[config.mk]
export PLATFORM = sky130hd
export DESIGN_NAME = ifft_engine_flat
export DESIGN_NICKNAME = d
export VERILOG_FILES = /design/src/rtl/ifft_pkg.sv /design/src/rtl/ifft_engine_if.sv /design/src/rtl/ifft_twiddle_rom.sv /design/src/rtl/ifft_engine.sv /design/src/flat_wrapper.sv
export SDC_FILE = /design/constraint.sdc
export NUM_CORES = 2
export LEC_CHECK = 0
export CORE_UTILIZATION = 36
export DETAILED_ROUTE_END_ITERATION = 10
export PLACE_DENSITY_LB_ADDON = 0.12
export SETUP_SLACK_MARGIN = 0.02
export SYNTH_ARGS = -nofsm -noshare
export SYNTH_HDL_FRONTEND = slang
export SYNTH_SLANG_ARGS = --single-unit
[constraint.sdc]
create_clock -name clk -period 18.7 [get_ports clk]
set_clock_uncertainty 0.2 [all_clocks]
set_input_delay 2.805 -clock clk [delete_from_list [all_inputs] [get_ports clk]]
set_output_delay 2.805 -clock clk [all_outputs]
set_load 0.005 [all_outputs]
[src/rtl/ifft_pkg.sv]
// Shared types and helpers for the in-place radix-2 inverse FFT engine.
// Defaults describe the 8-point, 32-bit-word configuration.
package ifft_pkg;

    localparam int DEF_SAMPLES = 8;
    localparam int DEF_WIDTH   = 32;
    localparam int LOG2N       = $clog2(DEF_SAMPLES);
    localparam int FRAC        = DEF_WIDTH / 2 - 2;

    typedef struct packed {
        logic signed [DEF_WIDTH/2-1:0] re;
        logic signed [DEF_WIDTH/2-1:0] im;
    } cplx_t;

    typedef enum logic [1:0] {
        IDLE,
        LOAD,
        COMPUTE,
        UNLOAD
    } state_t;

    // Reverses the low 'bits' bits of idx.
    function automatic logic [31:0] bitrev(input logic [31:0] idx, input int bits);
        logic [31:0] r;
        r = '0;
        for (int i = 0; i < bits; i++) r = {r[30:0], idx[i]};
        return r;
    endfunction

    // Clamps a signed value to the range of a 'width'-bit signed number.
    function automatic logic signed [31:0] sat(input logic signed [31:0] value, input int width);
        logic signed [31:0] hi;
        logic signed [31:0] lo;
        hi = (32'sd1 <<< (width - 1)) - 32'sd1;
        lo = -(32'sd1 <<< (width - 1));
        if (value > hi) return hi;
        if (value < lo) return lo;
        return value;
    endfunction

endpackage

[src/rtl/ifft_engine_if.sv]
// Frame load/unload streams of the inverse FFT engine.
// master is the frame producer/consumer side, slave is the engine.
interface ifft_engine_if #(
    parameter int WIDTH = 32
);
    logic [WIDTH-1:0] in_data;
    logic             in_valid;
    logic             in_ready;
    logic [WIDTH-1:0] out_data;
    logic             out_valid;
    logic             out_ready;
    logic             out_last;

    modport master (
        output in_data, in_valid, out_ready,
        input  in_ready, out_data, out_valid, out_last
    );

    modport slave (
        input  in_data, in_valid, out_ready,
        output in_ready, out_data, out_valid, out_last
    );
endinterface

[src/rtl/ifft_twiddle_rom.sv]
// Conjugate twiddle table: idx t -> {cos(2*pi*t/N), +sin(2*pi*t/N)} in Q(FRAC).
// Entries are computed at elaboration and rounded to nearest.
module ifft_twiddle_rom #(
    parameter int SAMPLES = 8,
    parameter int WIDTH   = 32,
    parameter int FRAC    = WIDTH / 2 - 2
) (
    input  logic [$clog2(SAMPLES)-2:0] idx,
    output logic signed [WIDTH/2-1:0]  w_re,
    output logic signed [WIDTH/2-1:0]  w_im
);
    localparam real PI    = 3.14159265358979323846;
    localparam real SCALE = real'(1 << FRAC);

    logic signed [WIDTH/2-1:0] cos_tab [SAMPLES/2];
    logic signed [WIDTH/2-1:0] sin_tab [SAMPLES/2];

    for (genvar i = 0; i < SAMPLES / 2; i++) begin : g_tab
        localparam real ANG = 2.0 * PI * real'(i) / real'(SAMPLES);
        localparam int  C   = int'($cos(ANG) * SCALE);
        localparam int  S   = int'($sin(ANG) * SCALE);
        assign cos_tab[i] = (WIDTH/2)'(C);
        assign sin_tab[i] = (WIDTH/2)'(S);
    end

    assign w_re = cos_tab[idx];
    assign w_im = sin_tab[idx];
endmodule

[src/rtl/ifft_engine.sv]
// Sequential in-place radix-2 DIT inverse FFT with one time-shared butterfly.
// Frames are loaded bit-reversed, transformed with a /2 per stage, and unloaded in order.
module ifft_engine
    import ifft_pkg::*;
#(
    parameter int SAMPLES = DEF_SAMPLES,
    parameter int WIDTH   = DEF_WIDTH,
    parameter int FRAC    = WIDTH / 2 - 2
) (
    input  logic         clk,
    input  logic         reset_n,
    ifft_engine_if.slave bus,
    output logic         busy
);
    localparam int H     = WIDTH / 2;
    localparam int LOGN  = $clog2(SAMPLES);
    localparam int S_W   = $clog2(LOGN);
    localparam int B_W   = LOGN - 1;
    localparam int SUM_W = H + 2;
    localparam int PRD_W = 2 * H + 1;

    state_t state, state_next;

    logic [LOGN-1:0] k, n, n_inc;
    logic [S_W-1:0]  s;
    logic [B_W-1:0]  b;
    logic            in_fire, out_fire, last_bfly;

    logic [LOGN-1:0]         mask, top, bot;
    logic [B_W-1:0]          tw_idx;
    logic signed [H-1:0]     w_re, w_im, a_re, a_im, b_re, b_im;
    logic signed [2*H-1:0]   m_rr, m_ii, m_ri, m_ir;
    logic signed [PRD_W-1:0] p_re_full, p_im_full;
    logic signed [SUM_W-1:0] p_re, p_im;
    logic signed [H-1:0]     top_re, top_im, bot_re, bot_im;

    logic signed [H-1:0] frame_re [SAMPLES];
    logic signed [H-1:0] frame_im [SAMPLES];

    // Floor-halve (arithmetic shift) then clamp to the H-bit signed range.
    function automatic logic signed [H-1:0] halve_sat(input logic signed [SUM_W-1:0] v);
        return H'(sat(32'(v >>> 1), H));
    endfunction

    ifft_twiddle_rom #(
        .SAMPLES (SAMPLES),
        .WIDTH   (WIDTH),
        .FRAC    (FRAC)
    ) u_rom (
        .idx  (tw_idx),
        .w_re (w_re),
        .w_im (w_im)
    );

    assign in_fire   = bus.in_valid && (state == LOAD);
    assign out_fire  = bus.out_valid && bus.out_ready;
    assign last_bfly = (s == S_W'(LOGN - 1)) && (b == '1);
    assign n_inc     = n + LOGN'(1);

    always_ff @(posedge clk or negedge reset_n) begin
        if (!reset_n) state <= IDLE;
        else          state <= state_next;
    end

    // NOTE: every signal written here gets a default first, so no path can infer a latch.
    always_comb begin
        state_next   = state;
        bus.in_ready = 1'b0;
        busy         = 1'b0;
        case (state)
            IDLE:    state_next = LOAD;
            LOAD: begin
                bus.in_ready = 1'b1;
                if (bus.in_valid && (k == '1)) state_next = COMPUTE;
            end
            COMPUTE: begin
                busy = 1'b1;
                if (last_bfly) state_next = UNLOAD;
            end
            UNLOAD:  if (out_fire && (n == '1)) state_next = LOAD;
            default: state_next = IDLE;
        endcase
    end

    // Butterfly addressing: top = ((b >> s) << (s+1)) | j, bot = top + 2^s.
    always_comb begin
        mask      = (LOGN'(1) << s) - LOGN'(1);
        top       = ((LOGN'(b) & ~mask) << 1) | (LOGN'(b) & mask);
        bot       = top | (mask + LOGN'(1));
        tw_idx    = B_W'((LOGN'(b) & mask) << (LOGN - 1 - int'(s)));
        a_re      = frame_re[top];
        a_im      = frame_im[top];
        b_re      = frame_re[bot];
        b_im      = frame_im[bot];
        m_rr      = (2*H)'(w_re) * (2*H)'(b_re);
        m_ii      = (2*H)'(w_im) * (2*H)'(b_im);
        m_ri      = (2*H)'(w_re) * (2*H)'(b_im);
        m_ir      = (2*H)'(w_im) * (2*H)'(b_re);
        p_re_full = PRD_W'(m_rr) - PRD_W'(m_ii);
        p_im_full = PRD_W'(m_ri) + PRD_W'(m_ir);
        p_re      = SUM_W'(p_re_full >>> FRAC);
        p_im      = SUM_W'(p_im_full >>> FRAC);
        top_re    = halve_sat(SUM_W'(a_re) + p_re);
        top_im    = halve_sat(SUM_W'(a_im) + p_im);
        bot_re    = halve_sat(SUM_W'(a_re) - p_re);
        bot_im    = halve_sat(SUM_W'(a_im) - p_im);
    end

    // NOTE: state is updated with non-blocking assignments so all registers see pre-edge values.
    always_ff @(posedge clk or negedge reset_n) begin
        if (!reset_n) begin
            k             <= '0;
            s             <= '0;
            b             <= '0;
            n             <= '0;
            bus.out_valid <= 1'b0;
            bus.out_last  <= 1'b0;
            bus.out_data  <= '0;
        end else begin
            if (in_fire) k <= k + LOGN'(1);
            if (state == COMPUTE) begin
                b <= b + B_W'(1);
                if (b == '1) s <= last_bfly ? '0 : s + S_W'(1);
            end
            if (state == UNLOAD) begin
                if (!bus.out_valid) begin
                    bus.out_valid <= 1'b1;
                    bus.out_data  <= {frame_re[n], frame_im[n]};
                    bus.out_last  <= (n == '1);
                end else if (bus.out_ready) begin
                    if (n == '1) begin
                        bus.out_valid <= 1'b0;
                        bus.out_last  <= 1'b0;
                        n             <= '0;
                    end else begin
                        n             <= n_inc;
                        bus.out_data  <= {frame_re[n_inc], frame_im[n_inc]};
                        bus.out_last  <= (n_inc == '1);
                    end
                end
            end
        end
    end

    // NOTE: the frame buffer has no reset; LOAD writes every word before COMPUTE reads it.
    always_ff @(posedge clk) begin
        if (in_fire) begin
            frame_re[LOGN'(bitrev(32'(k), LOGN))] <= bus.in_data[WIDTH-1:H];
            frame_im[LOGN'(bitrev(32'(k), LOGN))] <= bus.in_data[H-1:0];
        end else if (state == COMPUTE) begin
            frame_re[top] <= top_re;
            frame_im[top] <= top_im;
            frame_re[bot] <= bot_re;
            frame_im[bot] <= bot_im;
        end
    end
endmodule

[src/flat_wrapper.sv]
// flat-port wrapper written by rule: the top's interface ports become plain ports
module ifft_engine_flat import ifft_pkg::*;
#(
    parameter int SAMPLES = DEF_SAMPLES,
    parameter int WIDTH   = DEF_WIDTH,
    parameter int FRAC    = WIDTH / 2 - 2
)
  (clk, reset_n, busy, bus_in_data, bus_in_valid, bus_out_ready, bus_in_ready, bus_out_data, bus_out_valid, bus_out_last);
  ifft_engine_if #(.WIDTH(WIDTH)) bus_i ();
  input  logic clk;
  input  logic reset_n;
  output logic busy;
  input wire logic [$bits(bus_i.in_data)-1:0] bus_in_data;
  input wire logic [$bits(bus_i.in_valid)-1:0] bus_in_valid;
  input wire logic [$bits(bus_i.out_ready)-1:0] bus_out_ready;
  output wire logic [$bits(bus_i.in_ready)-1:0] bus_in_ready;
  output wire logic [$bits(bus_i.out_data)-1:0] bus_out_data;
  output wire logic [$bits(bus_i.out_valid)-1:0] bus_out_valid;
  output wire logic [$bits(bus_i.out_last)-1:0] bus_out_last;
  assign bus_i.in_data = bus_in_data;
  assign bus_i.in_valid = bus_in_valid;
  assign bus_i.out_ready = bus_out_ready;
  assign bus_in_ready = bus_i.in_ready;
  assign bus_out_data = bus_i.out_data;
  assign bus_out_valid = bus_i.out_valid;
  assign bus_out_last = bus_i.out_last;
  ifft_engine #(.SAMPLES(SAMPLES), .WIDTH(WIDTH), .FRAC(FRAC)) u_core (.clk(clk), .reset_n(reset_n), .bus(bus_i), .busy(busy));
endmodule
==> metrics.sh <==
HOLD_SLACK_NS=0.282
PATH_CLASS='reg2reg'
TNS_NS=0
TIMING.MAX_SLEW.REL_SLACK_PCT=3.36
DPL.HPWL_MM=143
INITIAL_UTILIZATION_PCT=36.3
TRITONCTS='done'
CTS_MAX_PATH_BUFFERS=3
CLOCK_INPUT_TRANSITION_AT_THE_SEQUENTIAL_CELLS_OF_THE_WORST_SETUP_AND_HOLD_PATHS_NS=0.06
GLOBALROUTEOVERFLOWTOTAL=0
DESIGN.PORTCOUNT=72
MULTI_INPUT_AREA_MM2=0.0364
ROUTED_WIRE_LENGTH_PER_INSTANCE_UM=27.2
NUMCLOCKSINKS=302
DRT_PRE_ANTENNA_ITERS=6
LAYOUT_COMMON_CELLS='sky130_fd_sc_hd__inv_1 (1066), sky130_fd_sc_hd__fa_1 (672), sky130_fd_sc_hd__ha_1 (474)'
TIMING.FINAL.MAX_SLEW_VIOLATIONS=0
SYN_AVG_CELL_AREA_UM2=10.1
POSTCTSSETUPBUFFERS=0
VIASPERCELL=5.61
WIRE_LENGTH_OF_THE_FIRST_GLOBAL_ROUTING_PASS_MM=272
SYNTH.YOSYS.WARNINGS=0
HOLD_DEPTH=2
PERIOD_MINUS_SLACK_NS=15.98
NUMBER_OF_GLOBAL_ROUTE_VIAS_BEFORE_REPAIR=39032
SLOWEST_STAGE='sky130_fd_sc_hd__a21oi_1'
GRT_USAGE_PCT=26.4
CP_COMMON_CELL='sky130_fd_sc_hd__fa_1'
FLOORPLAN.ROWS=136
CLKLATENCYLATEPIN_NS=0.63
START_KIND='flip-flop'
POSTROUTEANTENNANETS=0
PLACEMENT.IO_BUFFERS=71
SEQ_CELL_AREA_MM2=0.00885
NUMCTSBUFFERS=31
POSTSYNTHREGISTERBITS=302
DRIVE_GT1_SHARE_PCT=9.45
TOTALWIRELENGTH_MM=184
MAX_SLEW.WORST_PIN.SLEW_NS=1.43
DIE_Y_UM=374
HTREE_LEVELS=1
CTS_ROOT_BUFFER='sky130_fd_sc_hd__clkbuf_16'
PATH_MAX_FANOUT=42
TIMING.MAX_CAP.VIOLATIONS=0
POSTSYNTHCELLCOUNT=4952
AREA_DELTA_SYNTH_FINAL_PCT=8.54
REMAINING_DRC_ERRORS=0
FINAL_NET_COUNT=6143
TIMING.CRITICAL_PATH.ARRIVAL_NS=16.07
MAPPED_AREA_MM2=0.0498
FF2FF_PATH_DEPTH=47
SYNTH_ENABLE_FLOP_CELLS=256
CRITICAL_PATH.ENDPOINT_TYPE='flip-flop'
GP_CONGESTION=0.900
ANTENNA_VIOLATIONS_BEFORE_REPAIR=3
SYNTH_AREA_LEADER_CELL='sky130_fd_sc_hd__fa_1'
FINALSETUPVIOLATIONS=0
SYNTH_ASYNC_SR_FLOP_SHARE_PCT=15.2
VIAS=38036
GRT_SETUP_UNREPAIRED='false'
CTS_HOLD_BUFFERS=0
CRIT_REQUIRED_NS=18.79
DETAIL_ROUTE.ITER0.VIOLATIONS=3874
FLOORPLAN.CORE_AREA_MM2=0.137
PERIOD_SHARE_PCT=85.5
MAX_FREQ_GHz=0.0626
LEADING_POST_SYNTHESIS_CELLS_BY_CELL_AREA='sky130_fd_sc_hd__fa_1 (27%), sky130_fd_sc_hd__edfxtp_1 (15%), sky130_fd_sc_hd__ha_1 (12%)'
HOLD_CLASS='reg2reg'
POST_CTS_RESIZED=0
DIE_AREA_MM2=0.140
CRIT_PATH_MAX_INCR_DELAY_NS=0.92
FLOORPLAN.DIE.WIDTH_UM=374
LAYOUT_COMMONEST_CELL='sky130_fd_sc_hd__inv_1'
STATUS='completed'
FINALHOLDVIOLCOUNT=0
POST_SYNTH_NUM_CELL_TYPES=91
SYNTH.TOP_CELL.AREA_SHARE_PCT=27.0
YS_SEQ_AREA_SHARE_PCT=17.8
GRT_MAX_DEGREE=72
NFILLCELLS=13630
YOSYS_MOST_USED_DFF='sky130_fd_sc_hd__edfxtp_1'
critical path: cells and delay by family, from the launching register on:
kind / cells / cell delay (ns)
AOI/OAI and AO/OA: 14 / 3.82
buffers and inverters: 7 / 1.77
DFF: 1 / 0.49
and+or+nand+nor: 13 / 3.22
xor gates and xnor gates: 1 / 0.68
adders and majority gates: 11 / 4.87
muxes: 1 / 0.48
area by class of cell:
cell class,instances,share of cell area [%]
Antenna cell,2,0.00926
Clock inverter,17,0.310
Tap cell,1794,4.15
Timing Repair Buffer,176,2.76
Sequential cell,302,16.4
Multi-Input combinational cell,3376,67.3
Inverter,1070,7.43
Clock buffer,41,1.64
flip-flops by register name, summed over array words and instances (netlist names):
name                  cells
u_core.frame_im         128
u_core.frame_re         128
u_core.bus.out_data      32
u_core.k                  3
u_core.n                  3
u_core.b                  2
u_core.s                  2
u_core.state              2
u_core.bus.out_last       1
u_core.bus.out_valid      1
final timing paths:
kind / from / slack [ns] / endpoint
worst max-delay path: u_core.s[0] / 2.72 / u_core.frame_im[1][2]
worst min-delay path: u_core.bus.out_data[7] / 0.28 / u_core.bus.out_data[7]
worst max register to register: u_core.s[0] / 2.72 / u_core.frame_im[1][2]
worst min register to register: u_core.bus.out_data[7] / 0.28 / u_core.bus.out_data[7]
max in group asynchronous: reset_n / 15.57 / u_core.n[0]
min in group asynchronous: reset_n / 2.14 / u_core.bus.out_data[10]
cell usage after synthesis (44+ instances only):
cell type / n
sky130_fd_sc_hd__nor2_1: 321
sky130_fd_sc_hd__dfrtp_1: 46
sky130_fd_sc_hd__and2_1: 87
sky130_fd_sc_hd__mux4_2: 164
sky130_fd_sc_hd__a21oi_1: 190
sky130_fd_sc_hd__mux2i_1: 112
sky130_fd_sc_hd__edfxtp_1: 256
sky130_fd_sc_hd__nand2_1: 252
sky130_fd_sc_hd__ha_1: 478
sky130_fd_sc_hd__xnor2_1: 104
sky130_fd_sc_hd__a221oi_1: 85
sky130_fd_sc_hd__o21ai_0: 170
sky130_fd_sc_hd__o221ai_1: 44
sky130_fd_sc_hd__inv_1: 1066
sky130_fd_sc_hd__fa_1: 672
sky130_fd_sc_hd__mux2_2: 44
sky130_fd_sc_hd__o22ai_1: 45
sky130_fd_sc_hd__clkbuf_1: 164
cells by family after synthesis:
group           share of synthesized area [%]
mux                                      10.7
fa+ha+maj                                39.6
xor+xnor                                 2.64
compound gates                           11.6
simple gates                             7.96
buf+inv                                  9.70
other cells                            0.0151
flops                                    17.8
routing by layer:
| layer | vias up | part of all wire [%] | wire length (µm) | GRT usage [%] |
|---|---|---|---|---|
| met3 | 221 | 6.4 | 11900 | 2.29 |
| met4 | 0 | 2.3 | 4210 | 5.68 |
| met5 | - | 0 | 0 | 0 |
| met1 | 19558 | 43 | 78900 | 36.9 |
| met2 | 1544 | 49 | 89500 | 44.5 |
| li1 | 16713 | - | - | - |
metrics by stage:
step	setup WS, ns	instances	area, µm²	utilization, %
2_1_floorplan	5.95	4958	49800	-
4_1_cts	2.94	6776	54000	39.3
3_3_place_gp	3.08	6718	53000	38.6
5_1_grt	1.99	6776	54000	39.3
3_5_place_dp	2.95	6718	53000	38.6
6_report	2.72	6778	54000	39.4
Power is not shown: default switching activity piles up to over one toggle a cycle in this logic, so the estimate is an artifact.
